<file path="src/rtl/sram_axi_bridge_if.sv">
// AXI3 master-side bus between the SRAM-to-AXI bridge and the downstream slave.
interface sram_axi_bridge_if;
  logic [3:0]  arid;
  logic [31:0] araddr;
  logic [7:0]  arlen;
  logic [2:0]  arsize;
  logic [1:0]  arburst;
  logic [1:0]  arlock;
  logic [3:0]  arcache;
  logic [2:0]  arprot;
  logic        arvalid;
  logic        arready;

  logic [3:0]  rid;
  logic [31:0] rdata;
  logic [1:0]  rresp;
  logic        rlast;
  logic        rvalid;
  logic        rready;

  logic [3:0]  awid;
  logic [31:0] awaddr;
  logic [7:0]  awlen;
  logic [2:0]  awsize;
  logic [1:0]  awburst;
  logic [1:0]  awlock;
  logic [3:0]  awcache;
  logic [2:0]  awprot;
  logic        awvalid;
  logic        awready;

  logic [3:0]  wid;
  logic [31:0] wdata;
  logic [3:0]  wstrb;
  logic        wlast;
  logic        wvalid;
  logic        wready;

  logic [3:0]  bid;
  logic [1:0]  bresp;
  logic        bvalid;
  logic        bready;

  modport master (
    output arid, araddr, arlen, arsize, arburst, arlock, arcache, arprot, arvalid,
    input  arready,
    input  rid, rdata, rresp, rlast, rvalid,
    output rready,
    output awid, awaddr, awlen, awsize, awburst, awlock, awcache, awprot, awvalid,
    input  awready,
    output wid, wdata, wstrb, wlast, wvalid,
    input  wready,
    input  bid, bresp, bvalid,
    output bready
  );

  modport slave (
    input  arid, araddr, arlen, arsize, arburst, arlock, arcache, arprot, arvalid,
    output arready,
    output rid, rdata, rresp, rlast, rvalid,
    input  rready,
    input  awid, awaddr, awlen, awsize, awburst, awlock, awcache, awprot, awvalid,
    output awready,
    input  wid, wdata, wstrb, wlast, wvalid,
    output wready,
    output bid, bresp, bvalid,
    input  bready
  );
endinterface

</file>
<file path="src/rtl/sram_axi_bridge.sv">
// Bridges the core's inst and data SRAM-like ports onto one AXI3 master.
// One read and one write may be outstanding; the data port is limited to a
// single transaction so its completions come back in request order.
//
// state  | meaning
// R_IDLE | no read in flight, arbitrating data vs inst reads
// R_AR   | AR issued, waiting for arready
// R_R    | waiting for the single read beat
// W_IDLE | no write in flight
// W_SEND | AW and W issued, each retired on its own handshake
// W_B    | waiting for the write response
module sram_axi_bridge #(
  parameter logic [3:0] INST_ID = 4'd0,
  parameter logic [3:0] DATA_ID = 4'd1
) (
  input  logic        clk,
  input  logic        resetn,

  input  logic        inst_sram_req,
  input  logic        inst_sram_wr,
  input  logic [1:0]  inst_sram_size,
  input  logic [31:0] inst_sram_addr,
  input  logic [3:0]  inst_sram_wstrb,
  input  logic [31:0] inst_sram_wdata,
  output logic        inst_sram_addr_ok,
  output logic        inst_sram_data_ok,
  output logic [31:0] inst_sram_rdata,

  input  logic        data_sram_req,
  input  logic        data_sram_wr,
  input  logic [1:0]  data_sram_size,
  input  logic [31:0] data_sram_addr,
  input  logic [3:0]  data_sram_wstrb,
  input  logic [31:0] data_sram_wdata,
  output logic        data_sram_addr_ok,
  output logic        data_sram_data_ok,
  output logic [31:0] data_sram_rdata,

  sram_axi_bridge_if.master axi
);

  typedef enum logic [1:0] {R_IDLE, R_AR, R_R} rstate_e;
  typedef enum logic [1:0] {W_IDLE, W_SEND, W_B} wstate_e;

  rstate_e rstate_q, rstate_d;
  wstate_e wstate_q, wstate_d;

  logic        data_busy_q, data_busy_d;
  logic        aw_done_q, aw_done_d;
  logic        w_done_q, w_done_d;
  logic [31:0] araddr_q, araddr_d;
  logic [2:0]  arsize_q, arsize_d;
  logic [3:0]  arid_q, arid_d;
  logic [31:0] awaddr_q, awaddr_d;
  logic [2:0]  awsize_q, awsize_d;
  logic [31:0] wdata_q, wdata_d;
  logic [3:0]  wstrb_q, wstrb_d;

  logic data_rd_acc, inst_rd_acc, data_wr_acc;
  logic r_done, b_done;

  // Inputs that carry no meaning for this bridge.
  logic unused_inputs;
  assign unused_inputs = ^{inst_sram_wr, inst_sram_wstrb, inst_sram_wdata,
                           axi.rresp, axi.rlast, axi.bid, axi.bresp};

  // Request arbitration: data read beats inst read; data is single-outstanding.
  always_comb begin
    data_rd_acc = (rstate_q == R_IDLE) && (wstate_q == W_IDLE) && data_sram_req
                  && !data_sram_wr && !data_busy_q;
    inst_rd_acc = (rstate_q == R_IDLE) && inst_sram_req && !data_rd_acc;
    data_wr_acc = (wstate_q == W_IDLE) && data_sram_req && data_sram_wr && !data_busy_q;
    r_done      = (rstate_q == R_R) && axi.rvalid;
    b_done      = (wstate_q == W_B) && axi.bvalid;
  end

  // FSM state registers.
  always_ff @(posedge clk or negedge resetn) begin
    if (!resetn) begin
      rstate_q <= R_IDLE;
      wstate_q <= W_IDLE;
    end else begin
      rstate_q <= rstate_d;
      wstate_q <= wstate_d;
    end
  end

  // Read FSM next state.
  always_comb begin
    rstate_d = rstate_q;
    case (rstate_q)
      R_IDLE:  if (data_rd_acc || inst_rd_acc) rstate_d = R_AR;
      R_AR:    if (axi.arready) rstate_d = R_R;
      R_R:     if (axi.rvalid) rstate_d = R_IDLE;
      default: rstate_d = R_IDLE;
    endcase
  end

  // Write FSM next state; W_SEND leaves once both AW and W have handshaken.
  always_comb begin
    wstate_d = wstate_q;
    case (wstate_q)
      W_IDLE:  if (data_wr_acc) wstate_d = W_SEND;
      W_SEND:  if (aw_done_d && w_done_d) wstate_d = W_B;
      W_B:     if (axi.bvalid) wstate_d = W_IDLE;
      default: wstate_d = W_IDLE;
    endcase
  end

  // Outputs: handshake strobes are decoded from state, payloads from latches.
  always_comb begin
    inst_sram_addr_ok = inst_rd_acc;
    data_sram_addr_ok = data_rd_acc || data_wr_acc;
    inst_sram_data_ok = r_done && (axi.rid != DATA_ID);
    data_sram_data_ok = (r_done && (axi.rid == DATA_ID)) || b_done;
    inst_sram_rdata   = axi.rdata;
    data_sram_rdata   = axi.rdata;

    axi.arid    = arid_q;
    axi.araddr  = araddr_q;
    axi.arsize  = arsize_q;
    axi.arlen   = 8'd0;
    axi.arburst = 2'd1;
    axi.arlock  = 2'd0;
    axi.arcache = 4'd0;
    axi.arprot  = 3'd0;
    axi.arvalid = (rstate_q == R_AR);
    axi.rready  = (rstate_q == R_R);

    axi.awid    = DATA_ID;
    axi.awaddr  = awaddr_q;
    axi.awsize  = awsize_q;
    axi.awlen   = 8'd0;
    axi.awburst = 2'd1;
    axi.awlock  = 2'd0;
    axi.awcache = 4'd0;
    axi.awprot  = 3'd0;
    axi.awvalid = (wstate_q == W_SEND) && !aw_done_q;

    axi.wid     = DATA_ID;
    axi.wdata   = wdata_q;
    axi.wstrb   = wstrb_q;
    axi.wlast   = 1'b1;
    axi.wvalid  = (wstate_q == W_SEND) && !w_done_q;
    axi.bready  = (wstate_q == W_B);
  end

  // Datapath next values: latch request fields on acceptance, track write halves.
  always_comb begin
    araddr_d    = araddr_q;
    arsize_d    = arsize_q;
    arid_d      = arid_q;
    awaddr_d    = awaddr_q;
    awsize_d    = awsize_q;
    wdata_d     = wdata_q;
    wstrb_d     = wstrb_q;
    data_busy_d = data_busy_q;

    if (data_rd_acc) begin
      araddr_d = data_sram_addr;
      arsize_d = {1'b0, data_sram_size};
      arid_d   = DATA_ID;
    end else if (inst_rd_acc) begin
      araddr_d = inst_sram_addr;
      arsize_d = {1'b0, inst_sram_size};
      arid_d   = INST_ID;
    end

    if (data_wr_acc) begin
      awaddr_d = data_sram_addr;
      awsize_d = {1'b0, data_sram_size};
      wdata_d  = data_sram_wdata;
      wstrb_d  = data_sram_wstrb;
    end

    // Acceptance requires !data_busy_q, so set and clear never collide.
    if (data_rd_acc || data_wr_acc) data_busy_d = 1'b1;
    else if (data_sram_data_ok)     data_busy_d = 1'b0;

    aw_done_d = (wstate_q == W_SEND) && (aw_done_q || axi.awready);
    w_done_d  = (wstate_q == W_SEND) && (w_done_q || axi.wready);
  end

  // Datapath registers.
  always_ff @(posedge clk or negedge resetn) begin
    if (!resetn) begin
      araddr_q    <= 32'd0;
      arsize_q    <= 3'd0;
      arid_q      <= 4'd0;
      awaddr_q    <= 32'd0;
      awsize_q    <= 3'd0;
      wdata_q     <= 32'd0;
      wstrb_q     <= 4'd0;
      data_busy_q <= 1'b0;
      aw_done_q   <= 1'b0;
      w_done_q    <= 1'b0;
    end else begin
      araddr_q    <= araddr_d;
      arsize_q    <= arsize_d;
      arid_q      <= arid_d;
      awaddr_q    <= awaddr_d;
      awsize_q    <= awsize_d;
      wdata_q     <= wdata_d;
      wstrb_q     <= wstrb_d;
      data_busy_q <= data_busy_d;
      aw_done_q   <= aw_done_d;
      w_done_q    <= w_done_d;
    end
  end

endmodule
</file>
<file path="src/flat_wrapper.sv">
// flat-port wrapper written by rule: the top's interface ports become plain ports
module sram_axi_bridge_flat 
#(
  parameter logic [3:0] INST_ID = 4'd0,
  parameter logic [3:0] DATA_ID = 4'd1
)
  (clk, resetn, inst_sram_req, inst_sram_wr, inst_sram_size, inst_sram_addr, inst_sram_wstrb, inst_sram_wdata, inst_sram_addr_ok, inst_sram_data_ok, inst_sram_rdata, data_sram_req, data_sram_wr, data_sram_size, data_sram_addr, data_sram_wstrb, data_sram_wdata, data_sram_addr_ok, data_sram_data_ok, data_sram_rdata, axi_arid, axi_araddr, axi_arlen, axi_arsize, axi_arburst, axi_arlock, axi_arcache, axi_arprot, axi_arvalid, axi_arready, axi_rid, axi_rdata, axi_rresp, axi_rlast, axi_rvalid, axi_rready, axi_awid, axi_awaddr, axi_awlen, axi_awsize, axi_awburst, axi_awlock, axi_awcache, axi_awprot, axi_awvalid, axi_awready, axi_wid, axi_wdata, axi_wstrb, axi_wlast, axi_wvalid, axi_wready, axi_bid, axi_bresp, axi_bvalid, axi_bready);
  sram_axi_bridge_if axi_i ();
  input  logic clk;
  input  logic resetn;
  input  logic inst_sram_req;
  input  logic inst_sram_wr;
  input  logic [1:0] inst_sram_size;
  input  logic [31:0] inst_sram_addr;
  input  logic [3:0] inst_sram_wstrb;
  input  logic [31:0] inst_sram_wdata;
  output logic inst_sram_addr_ok;
  output logic inst_sram_data_ok;
  output logic [31:0] inst_sram_rdata;
  input  logic data_sram_req;
  input  logic data_sram_wr;
  input  logic [1:0] data_sram_size;
  input  logic [31:0] data_sram_addr;
  input  logic [3:0] data_sram_wstrb;
  input  logic [31:0] data_sram_wdata;
  output logic data_sram_addr_ok;
  output logic data_sram_data_ok;
  output logic [31:0] data_sram_rdata;
  output wire logic [$bits(axi_i.arid)-1:0] axi_arid;
  output wire logic [$bits(axi_i.araddr)-1:0] axi_araddr;
  output wire logic [$bits(axi_i.arlen)-1:0] axi_arlen;
  output wire logic [$bits(axi_i.arsize)-1:0] axi_arsize;
  output wire logic [$bits(axi_i.arburst)-1:0] axi_arburst;
  output wire logic [$bits(axi_i.arlock)-1:0] axi_arlock;
  output wire logic [$bits(axi_i.arcache)-1:0] axi_arcache;
  output wire logic [$bits(axi_i.arprot)-1:0] axi_arprot;
  output wire logic [$bits(axi_i.arvalid)-1:0] axi_arvalid;
  input wire logic [$bits(axi_i.arready)-1:0] axi_arready;
  input wire logic [$bits(axi_i.rid)-1:0] axi_rid;
  input wire logic [$bits(axi_i.rdata)-1:0] axi_rdata;
  input wire logic [$bits(axi_i.rresp)-1:0] axi_rresp;
  input wire logic [$bits(axi_i.rlast)-1:0] axi_rlast;
  input wire logic [$bits(axi_i.rvalid)-1:0] axi_rvalid;
  output wire logic [$bits(axi_i.rready)-1:0] axi_rready;
  output wire logic [$bits(axi_i.awid)-1:0] axi_awid;
  output wire logic [$bits(axi_i.awaddr)-1:0] axi_awaddr;
  output wire logic [$bits(axi_i.awlen)-1:0] axi_awlen;
  output wire logic [$bits(axi_i.awsize)-1:0] axi_awsize;
  output wire logic [$bits(axi_i.awburst)-1:0] axi_awburst;
  output wire logic [$bits(axi_i.awlock)-1:0] axi_awlock;
  output wire logic [$bits(axi_i.awcache)-1:0] axi_awcache;
  output wire logic [$bits(axi_i.awprot)-1:0] axi_awprot;
  output wire logic [$bits(axi_i.awvalid)-1:0] axi_awvalid;
  input wire logic [$bits(axi_i.awready)-1:0] axi_awready;
  output wire logic [$bits(axi_i.wid)-1:0] axi_wid;
  output wire logic [$bits(axi_i.wdata)-1:0] axi_wdata;
  output wire logic [$bits(axi_i.wstrb)-1:0] axi_wstrb;
  output wire logic [$bits(axi_i.wlast)-1:0] axi_wlast;
  output wire logic [$bits(axi_i.wvalid)-1:0] axi_wvalid;
  input wire logic [$bits(axi_i.wready)-1:0] axi_wready;
  input wire logic [$bits(axi_i.bid)-1:0] axi_bid;
  input wire logic [$bits(axi_i.bresp)-1:0] axi_bresp;
  input wire logic [$bits(axi_i.bvalid)-1:0] axi_bvalid;
  output wire logic [$bits(axi_i.bready)-1:0] axi_bready;
  assign axi_arid = axi_i.arid;
  assign axi_araddr = axi_i.araddr;
  assign axi_arlen = axi_i.arlen;
  assign axi_arsize = axi_i.arsize;
  assign axi_arburst = axi_i.arburst;
  assign axi_arlock = axi_i.arlock;
  assign axi_arcache = axi_i.arcache;
  assign axi_arprot = axi_i.arprot;
  assign axi_arvalid = axi_i.arvalid;
  assign axi_i.arready = axi_arready;
  assign axi_i.rid = axi_rid;
  assign axi_i.rdata = axi_rdata;
  assign axi_i.rresp = axi_rresp;
  assign axi_i.rlast = axi_rlast;
  assign axi_i.rvalid = axi_rvalid;
  assign axi_rready = axi_i.rready;
  assign axi_awid = axi_i.awid;
  assign axi_awaddr = axi_i.awaddr;
  assign axi_awlen = axi_i.awlen;
  assign axi_awsize = axi_i.awsize;
  assign axi_awburst = axi_i.awburst;
  assign axi_awlock = axi_i.awlock;
  assign axi_awcache = axi_i.awcache;
  assign axi_awprot = axi_i.awprot;
  assign axi_awvalid = axi_i.awvalid;
  assign axi_i.awready = axi_awready;
  assign axi_wid = axi_i.wid;
  assign axi_wdata = axi_i.wdata;
  assign axi_wstrb = axi_i.wstrb;
  assign axi_wlast = axi_i.wlast;
  assign axi_wvalid = axi_i.wvalid;
  assign axi_i.wready = axi_wready;
  assign axi_i.bid = axi_bid;
  assign axi_i.bresp = axi_bresp;
  assign axi_i.bvalid = axi_bvalid;
  assign axi_bready = axi_i.bready;
  sram_axi_bridge #(.INST_ID(INST_ID), .DATA_ID(DATA_ID)) u_core (.clk(clk), .resetn(resetn), .inst_sram_req(inst_sram_req), .inst_sram_wr(inst_sram_wr), .inst_sram_size(inst_sram_size), .inst_sram_addr(inst_sram_addr), .inst_sram_wstrb(inst_sram_wstrb), .inst_sram_wdata(inst_sram_wdata), .inst_sram_addr_ok(inst_sram_addr_ok), .inst_sram_data_ok(inst_sram_data_ok), .inst_sram_rdata(inst_sram_rdata), .data_sram_req(data_sram_req), .data_sram_wr(data_sram_wr), .data_sram_size(data_sram_size), .data_sram_addr(data_sram_addr), .data_sram_wstrb(data_sram_wstrb), .data_sram_wdata(data_sram_wdata), .data_sram_addr_ok(data_sram_addr_ok), .data_sram_data_ok(data_sram_data_ok), .data_sram_rdata(data_sram_rdata), .axi(axi_i));
endmodule
</file>
<file path="config.mk">
export PLATFORM = sky130hd
export DESIGN_NAME = sram_axi_bridge_flat
export DESIGN_NICKNAME = d
export VERILOG_FILES = /design/src/rtl/sram_axi_bridge_if.sv /design/src/rtl/sram_axi_bridge.sv /design/src/flat_wrapper.sv
export SDC_FILE = /design/constraint.sdc
export NUM_CORES = 1
export LEC_CHECK = 0
export CORE_AREA = 10 10 159 161
export DETAILED_ROUTE_END_ITERATION = 10
export DIE_AREA = 0 0 169 171
export GPL_TIMING_DRIVEN = 0
export SYNTH_ARGS = -nofsm -noshare
export SYNTH_HDL_FRONTEND = slang
export SYNTH_SLANG_ARGS = --single-unit
</file>
<file path="constraint.sdc">
create_clock -name clk -period 3.5 [get_ports clk]
set_input_delay 1.05 -clock clk [delete_from_list [all_inputs] [get_ports clk]]
set_output_delay 1.05 -clock clk [all_outputs]
set_load 0.02 [all_outputs]
</file>
==> flow_results.org, run 1 <==
** Status
- The flow ran to the end, and the final reports show no timing, DRC or antenna violations.

** Global route
- Met1 Resource Use GR :: about an eighth
- Total routing resource utilization after global routing :: approximately an eighth
- Met2 Resource Use GR :: a little under a quarter
- The first global-routing pass estimated about 28 mm of wire.
- Entering global routing, the biggest net connects between 50 and 60 pins.
- The via count of the first global-routing pass was about 4600.
- Antenna violations before repair :: 1
- Global routing usage on met3 :: under 10%
- Total global routing overflow :: 0
- Most heavily used metal layer in global routing :: met2

** CTS
- Clock Pin Slew Worst Setup and Hold Paths :: ~0.070 ns
- CTS root buf :: sky130_fd_sc_hd__clkbuf_16
- After clock tree synthesis, the flow added hold-fix buffers numbering 0.
- Clock H-tree levels :: 3
- Insertion delay to the later sink of the worst-skew pair :: between 0.3 and 0.4 ns
- TritonCTS clock tree :: done
- The number of clock buffers added by TritonCTS is 9.
- The longest clock path from root to sink contains 2 buffers.
- The clock drives roughly 110 sinks.

** Drt
- Number of search-and-repair iterations in the first detailed-routing pass :: 4
- Residual DRC count :: 0
- WL per Instance :: ~18 um
- Number of antenna-violating nets in the routed design :: 0
- Drt first-iter violations :: 99
- Summed over all layers, the routed wires come to around 19 mm.
- Via count normalized by instance count :: around 3.9
- DR vias :: roughly 4100

** Critical path
- Endpoint of the worst-slack reg-to-reg timing path :: u_core.axi.araddr[9]$_DFFE_PN0P_
- Along the worst path, the maximum fanout reaches 2.
- Cells traversed along the worst timing path :: clkdlybuf4s50_1 > nor4b_4 > a32o_2 > clkdlybuf4s15_2
- The worst setup path is captured at a primary output.
- The worst register-to-register path begins at u_core.wstate_q[0]$_DFFE_PN0P_.
- The worst register-to-register path has a setup slack of between 0.9 and 1 ns.
- For the worst setup path, the data arrival time is roughly 2.4 ns.
- The worst setup path is of the input pin to primary output kind.
- Standard cell with the maximum stage delay on the critical path :: sky130_fd_sc_hd__clkdlybuf4s50_1
- STA puts the critical path data required time at 2.45 ns.
- Worst Reg-to-Reg Cells :: 7
- Critical path's largest stage delay :: roughly 0.44 ns
- Crit path launch type :: input pin

** Pwr
- For this design the total switching power over the nets is ~0.0027 W.
- Sequential cells account for between 30% and 40% of the total power.
- Net switching is between 30% and 40% of the power.
- The clock network burns between 10 and 15% of the power.
- Power density normalized to cell area :: 768.0 nW/um^2
- VDD sags by at most about 0.4 mV.
- Cell internal power was estimated by the tool at ~0.0046 W.
- In this run the static leakage power is approximately 4.2 nW.
- Combinational power share :: ~55%

** Floorplan
- Boundary Pins :: 426
- Die area :: 28900 sq um
- The floorplan step set the die width to around 170 um.
- Initial Util :: 24.89%
- Placeable Area :: 22230 sq um
- The die is roughly 170 um tall.
- Placement Rows :: 55

** Min path
- For hold timing, the worst endpoint is u_core.axi.awaddr[16]$_DFFE_PN0P_.
- The worst hold path begins at u_core.axi.awaddr[16]$_DFFE_PN0P_.
- The path class of the tightest hold or removal check is flop to flop.
- Counting instances, the worst hold path has a depth of 1.

** Layout
- After filler insertion, the fill cell instance count of the layout stands at ~2100.
- Commonest non-fill, non-tap cells in the layout :: sky130_fd_sc_hd__clkdlybuf4s50_1, sky130_fd_sc_hd__mux2_2, sky130_fd_sc_hd__buf_4, sky130_fd_sc_hd__dfrtp_1, sky130_fd_sc_hd__conb_1
- Final core utilization :: a little over two fifths
- Multi-input logic area :: between 1500 and 2000 sq um
- The post-route netlist has between 30% and 40% of its cells at a drive strength greater than 1.
- Net count of the finished layout :: slightly below 1000
- Layout-stage area growth over the synthesis result :: 70.40%
- The sequential cells in the finished layout cover a total of approximately 2800 sq um.
- Leaving out fill and tap cells, the most frequent cell in the layout is sky130_fd_sc_hd__clkdlybuf4s50_1.

** Timing
- Headroom to the max-slew limit came out at 61.16%.
- Number of failing setup endpoints in the final timing report :: 0
- The count of final max-slew check failures came to 0.
- The final count of hold timing violations came to 0.
- Maximum frequency from static timing analysis :: ~0.29 GHz
- Clock tree skew after final layout :: 0.008640 ns
- Worst-margin pin slew :: around 0.58 ns
- Time the final worst path needs with I/O delays and setup :: 3.438 ns
- Hold WS :: approximately 0.51 ns
- RSZ-0062 raised after global routing :: no
- Setup Total Neg Slack :: 0 ns
- Portion of the clock cycle consumed by the worst path in the final layout :: a little under 100%

** Placed design
- Final HPWL from detailed placement :: around 16 mm
- During placement, the flow inserted port buffers numbering between 200 and 300.
- GPL Wtd Cong :: ~0.71

** Synth
- Sequential cells were found to cover 50.66% of the synthesized design area.
- Flops & latches, synth :: between 100 and 150
- Combined area of all synthesized cells :: between 5000 and 6000 sq um
- Number of cells produced by synthesis :: 419
- During synthesis, Yosys emitted a total of 0 warnings.
- Synthesis instantiated 25 different standard cells from the library.
- Average footprint of a synthesized cell :: 13.20 sq um

** Flow run
- Max-cap violations in this run came to 0.
==> power by group through the flow <==
stage	Clock, W	Sequential, W	Combinational (W)
floorplan	0	0.00303	0.00129
global placement	0	0.00226	0.00397
detailed placement	0	0.00228	0.00399
CTS	0.00109	0.00226	0.00403
global route	0.00113	0.00234	0.00420
finish	0.00104	0.00225	0.00395
==> cells by family after synthesis <==
logic type	after synthesis	synth area share, %
other	2	0.1357
muxes	138	28.43
buffers and inverters	138	17.77
and+or+nand+nor	22	2.171
DFF	112	50.66
AOI/OAI and AO/OA	7	0.8366
==> synthesized netlist by cell type <==
| master | n | share of area (%) |
|---|---|---|
| sky130_fd_sc_hd__nor4b_1 | 1 | 0.16 |
| sky130_fd_sc_hd__conb_1 | 2 | 0.14 |
| sky130_fd_sc_hd__a21oi_1 | 1 | 0.090 |
| sky130_fd_sc_hd__nand2b_1 | 1 | 0.11 |
| sky130_fd_sc_hd__o32ai_1 | 1 | 0.16 |
| sky130_fd_sc_hd__mux2_4 | 5 | 1.4 |
| sky130_fd_sc_hd__mux2_2 | 133 | 27 |
| sky130_fd_sc_hd__or2_2 | 1 | 0.11 |
| sky130_fd_sc_hd__inv_1 | 6 | 0.41 |
| sky130_fd_sc_hd__buf_2 | 12 | 1.1 |
| sky130_fd_sc_hd__a32o_1 | 1 | 0.18 |
| sky130_fd_sc_hd__and2_1 | 1 | 0.11 |
| sky130_fd_sc_hd__clkbuf_1 | 1 | 0.068 |
| sky130_fd_sc_hd__or4b_1 | 1 | 0.18 |
| sky130_fd_sc_hd__o21ai_0 | 3 | 0.27 |
| sky130_fd_sc_hd__buf_1 | 1 | 0.068 |
| sky130_fd_sc_hd__nor2b_1 | 3 | 0.34 |
| sky130_fd_sc_hd__dfrtp_1 | 112 | 51 |
| sky130_fd_sc_hd__buf_6 | 2 | 0.41 |
| sky130_fd_sc_hd__o211ai_1 | 1 | 0.14 |
| sky130_fd_sc_hd__buf_4 | 116 | 16 |
| sky130_fd_sc_hd__nand2_1 | 4 | 0.27 |
| sky130_fd_sc_hd__or4_4 | 1 | 0.20 |
| sky130_fd_sc_hd__nor3b_1 | 1 | 0.14 |
| sky130_fd_sc_hd__nor2_1 | 8 | 0.54 |
==> flip-flops by register name (all words and copies together) (netlist names) <==
name and count:
u_core.axi.arid 1, u_core.axi.awsize 2, u_core.axi.araddr 32, u_core.axi.awaddr 32, u_core.aw_done_q 1, u_core.data_busy_q 1, u_core.axi.arsize 2, u_core.rstate_q 2
u_core.axi.wstrb 4, u_core.axi.wdata 32, u_core.w_done_q 1, u_core.wstate_q 2
==> what timing repair did <==
item	in CTS	in global routing
buffers inserted	5	2
endpoints found under the setup margin	4	2
gates resized for setup	32	1
pin swaps	2	2
==> layer usage <==
metal | up-vias | routed length, um
li1 | 1970 | -
met1 | 1942 | 6553
met2 | 212 | 9847
met3 | 10 | 2728
met4 | 0 | 171
met5 | - | 0
==> worst max path at each step <==
stage,startpoint,end,slack (ns),depth (start not counted)
after floorplan,data_sram_req,inst_sram_addr_ok,0.05,5
after global placement,resetn,u_core.axi.awaddr[23]$_DFFE_PN0P_,-3.50,1
after detailed placement,inst_sram_req,inst_sram_addr_ok,-1.40,6
after CTS,data_sram_req,inst_sram_addr_ok,-0.01,5
after global routing,axi_rid[0],data_sram_data_ok,0.005,4
final,axi_rid[1],data_sram_data_ok,0.06,4
==> area by class of cell <==
| class | count | share of cell area (%) |
|---|---|---|
| Timing Repair Buffer | 303 | 32.22 |
| Antenna cell | 1 | 0.02654 |
| Inverter | 6 | 0.2389 |
| Clock inverter | 6 | 0.6503 |
| Tap cell | 285 | 3.782 |
| Sequential cell | 112 | 29.73 |
| Multi-Input combinational cell | 219 | 20.81 |
| Clock buffer | 10 | 2.429 |
| Buffer | 128 | 10.11 |
==> worst max-delay path, delay by kind of cell <==
kind                   cells  cell delay [ns]
and+or+nand+nor            1             0.38
buffers and inverters      2             0.71
AOI/OAI and AO/OA          1             0.24
==> per-stage QoR <==
stage | power, W | setup WS (ns) | instances | instance area (sq um)
floorplan | 0.004312 | 0.05105 | 469 | 5720
global placement | 0.006234 | -3.498 | 1049 | 9030
detailed placement | 0.006266 | -1.397 | 1050 | 9059
CTS | 0.007383 | -0.01017 | 1067 | 9409
global route | 0.007669 | 0.005357 | 1069 | 9425
finish | 0.007240 | 0.06216 | 1070 | 9428
(Power assumes the default switching activity.)
==> run 2, diff against run 1 <==
--- a/config.mk
+++ b/config.mk
@@ -5,10 +5,12 @@
 export SDC_FILE = /design/constraint.sdc
 export NUM_CORES = 1
 export LEC_CHECK = 0
-export CORE_AREA = 10 10 159 161
+export CORE_AREA = 10 10 156 158
 export DETAILED_ROUTE_END_ITERATION = 10
-export DIE_AREA = 0 0 169 171
+export DIE_AREA = 0 0 166 168
+export DONT_BUFFER_PORTS = 1
 export GPL_TIMING_DRIVEN = 0
+export HOLD_SLACK_MARGIN = 0.1
 export SYNTH_ARGS = -nofsm -noshare
 export SYNTH_HDL_FRONTEND = slang
 export SYNTH_SLANG_ARGS = --single-unit
==> run 2 against run 1 <==
  * First-iteration DRC count down 47%
  * Register-to-register slack better by 0.16 ns
  * Total power down 19%
  * Largest cell class is now sequential cells
  * Largest power group is now registers
==> flow_results.org, run 2 (synthesized netlist as in run 1, its figures left out) <==
** Critical path
- The required time at the endpoint of the critical path is 2.45 ns (about the same).
- Endpoint of the worst-slack reg-to-reg timing path :: u_core.axi.araddr[20]$_DFFE_PN0P_
- Element type at the critical path end :: primary output
- The worst register-to-register path begins at u_core.wstate_q[0]$_DFFE_PN0P_.
- Critical Setup Path Class :: input pin to primary output
- The largest fanout on the critical path came to 19 (+17).
- The worst setup slack for register-to-register paths came to 1.08 ns (+0.16 ns).
- Crit path launch type :: input pin
- Capturing element of the worst setup path :: data_sram_addr_ok
- Data arrival time of the critical path :: 2.32 ns (-0.07 ns)
- The count of buffering cells on the critical path with inverters included is 1 (-1).
- Critical path's largest stage delay :: 0.44 ns (about the same)
- Cells traversed along the worst timing path :: or4b_4 > or2_2 > buf_2 > nand2_2
- Standard cell with the maximum stage delay on the critical path :: sky130_fd_sc_hd__or4b_4
- Family with the most delay on the worst path :: simple AND/OR/NAND/NOR gates
- The path depth of the worst reg2reg path was 6 (-1).
- The critical path starts at data_sram_req.
- The depth of the critical timing path with buffers and inverters included was 4 (unchanged).

** Timing
- The count of final max-slew check failures is 0 (unchanged).
- Fin. Hold Viols :: 0 (unchanged)
- The final worst hold slack came to 0.3848 ns (-0.1208 ns).
- Clock tree skew after final layout :: 0.01111 ns (+0.002470 ns)
- The clock period minus final worst setup slack came to 3.372 ns (-0.06608 ns).
- RSZ-0062 raised after global routing :: no
- Portion of the clock cycle consumed by the worst path in the final layout :: 96.34% (-1.9 points)
- Number of failing setup endpoints in the final timing report :: 0 (unchanged)
- Setup Total Neg Slack :: 0 ns (unchanged)
- The worst relative slew slack is 49.86% (-11 points).
- The slew at the pin closest to its max-slew limit is 0.7506 ns (+0.1681 ns).
- Maximum frequency from static timing analysis :: 0.2966 GHz (+2.0%)

** Pwr
- The proportion of power drawn by the clock network is 19.4% (+5.1 points).
- The net switching power was 0.002416 W (-8.8%).
- The portion of total power attributed to sequential cells came to 55.4% (+24 points).
- The switching power share of the total is 41.12% (+4.5 points).
- Peak supply drop :: 0.3924 mV (-0.80%)
- The total power density per cell area is 914.6 nW/um^2 (+19%).
- Static Leakage :: 3.030 nW (-28%)
- Internal power consumption :: 0.003460 W (-25%)
- Combinational power share :: 25.2% (-29 points)

** Min path
- Type of the tightest min-delay check :: input pin to asynchronous set/reset pin

** Drt
- Signal routing reaches up to met4.
- Via count normalized by instance count :: 4.101 (+6.1%)
- DR vias :: 3133 (-24%)
- The number of design rule violations left after detail routing came to 0 (unchanged).
- Drt first-iter violations :: 52 (-47%)
- Routed length on met1 :: 5.042 mm (-23%)
- Number of antenna-violating nets in the routed design :: 0 (unchanged)
- Wire length on met3 :: 2.866 mm (+5.1%)
- WL per Instance :: 22.92 um (+27%)
- Sum of routed wire length over all layers :: 17.51 mm (-9.3%)
- The total length of routed met2 wires came to 9.420 mm (-4.3%).
- Number of search-and-repair iterations in the first detailed-routing pass :: 4 (unchanged)

** Floorplan
- Die Y :: 168 um (-1.8%)
- The cell row count is 54 (-1.8%).
- The placeable core area is 21420 sq um (-3.6%).
- The initial cell density of the core came to 25.83% (+0.94 points).
- The die width was 166 um (-1.8%).
- Boundary Pins :: 426 (unchanged)
- The die area is 27890 sq um (-3.5%).

** Layout
- The final core utilization came to 29.99% (-12 points).
- The net count of the finished layout came to 675 (-31%).
- The footprint of the multi-input gates was 1943 sq um (-0.96%).
- The sequential cell area was 2803 sq um (unchanged).
- The share of cells above drive strength 1 came to 59.92% (+22 points).
- Relative to the synthesized area, the layout overhead comes to 16.10%.
- Most common cell after layout, fill and taps aside :: sky130_fd_sc_hd__mux2_2
- Antenna Diode Count :: 0 (-1)
- Commonest non-fill, non-tap cells in the layout :: sky130_fd_sc_hd__mux2_2, sky130_fd_sc_hd__buf_4, sky130_fd_sc_hd__dfrtp_1, sky130_fd_sc_hd__conb_1, sky130_fd_sc_hd__buf_2
- The layout filler cell count was 2143 (+0.85%).

** CTS
- Clock tree synthesis selected as its root buffer the cell sky130_fd_sc_hd__clkbuf_16.
- The total clock buffers created by CTS came to 9 (unchanged).
- TritonCTS built the clock tree.
- The total number of H-tree levels came to 3 (unchanged).
- Maximum clock insertion buffer count :: 2 (unchanged)
- The clock latency of the later-clocked register in the worst-skew pair came to 0.35 ns (about the same).
- Sink count of the clock tree :: 112 (unchanged)
- Clock Pin Slew Worst Setup and Hold Paths :: 0.08 ns (about the same)

** Global route
- Total global routing overflow :: 0 (unchanged)
- Antenna violations before repair :: 2 (+1)
- Number of global-route vias before repair :: 3608 (-22%)
- Total routing resource utilization after global routing :: 11.95% (-0.76 points)
- Global-route wire length before repair :: 25.25 mm (-11%)
- Pin count of the biggest net entering global routing :: 113 (+92%)

** Placed design
- The number of port buffers came to 0 (-100%).
- Final HPWL from detailed placement :: 14.71 mm (-6.8%)
- GPL Wtd Cong :: 0.7926 (+11%)

** Flow run
- Number of violations of the max-capacitance limit :: 0 (unchanged)

** Status
- Result of the run :: finished, final reports clean
==> run 2: cell type report <==
class / count / area share (%)
Timing Repair Buffer: 2 / 0.2337
Buffer: 129 / 14.80
Clock buffer: 9 / 3.506
Multi-Input combinational cell: 219 / 30.25
Inverter: 6 / 0.3506
Clock inverter: 7 / 1.772
Sequential cell: 112 / 43.63
Tap cell: 280 / 5.454
==> run 2: what timing repair did <==
action	CTS	global route
hold buffers	0	0
endpoints found under the hold margin	0	0
pin swaps	1	1
resized for setup	7	0
buffers inserted	2	0
setup endpoints to repair	2	1
==> run 2: how the worst min path moves through the flow <==
stage,from,endpoint,slack [ns],depth (start not counted)
6_report,resetn,u_core.axi.wdata[27]$_DFFE_PN0P_,0.38,0
3_5_place_dp,u_core.aw_done_q$_DFF_PN0_,u_core.aw_done_q$_DFF_PN0_,0.51,2
3_3_place_gp,u_core.aw_done_q$_DFF_PN0_,u_core.aw_done_q$_DFF_PN0_,0.50,2
4_1_cts,resetn,u_core.axi.wdata[27]$_DFFE_PN0P_,0.36,0
2_1_floorplan,u_core.w_done_q$_DFF_PN0_,u_core.w_done_q$_DFF_PN0_,0.48,2
5_1_grt,resetn,u_core.axi.wdata[27]$_DFFE_PN0P_,0.35,0
==> run 2: metrics by stage <==
stage                     total power [W]  setup slack, ns  std cells  area [sq um]
final                            0.005875           0.1282        764          6424
after CTS                        0.005993        -0.002489        765          6427
after floorplan                  0.004312          0.05105        469          5720
after global routing             0.006223          0.06573        764          6424
after detailed placement         0.004800          -0.2890        749          6071
after global placement           0.004717          -0.2733        749          6071
==> run 2: worst register-to-register path, stage by stage (launching register included) <==
cell,delay (ns)
sky130_fd_sc_hd__dfrtp_1,0.40
sky130_fd_sc_hd__or4b_4,0.53
sky130_fd_sc_hd__or4_4,0.48
sky130_fd_sc_hd__buf_4,0.22
sky130_fd_sc_hd__buf_4,0.16
sky130_fd_sc_hd__buf_2,0.22
sky130_fd_sc_hd__mux2_2,0.31
==> run 2: power by group through the flow <==
stage / combinational, W / sequential, W / clock, W
final: 0.00148 / 0.00326 / 0.00114
after CTS: 0.00151 / 0.00329 / 0.00119
after global routing: 0.00163 / 0.00335 / 0.00124
after floorplan: 0.00129 / 0.00303 / 0
after global placement: 0.00143 / 0.00329 / 0
after detailed placement: 0.00150 / 0.00330 / 0
==> run 2: per-layer routing <==
metal | up-vias | global-route usage, %
met3 | 12 | 8.545
met1 | 1508 | 9.913
li1 | 1370 | -
met4 | 0 | 3.082
met5 | - | 0
met2 | 243 | 22.16
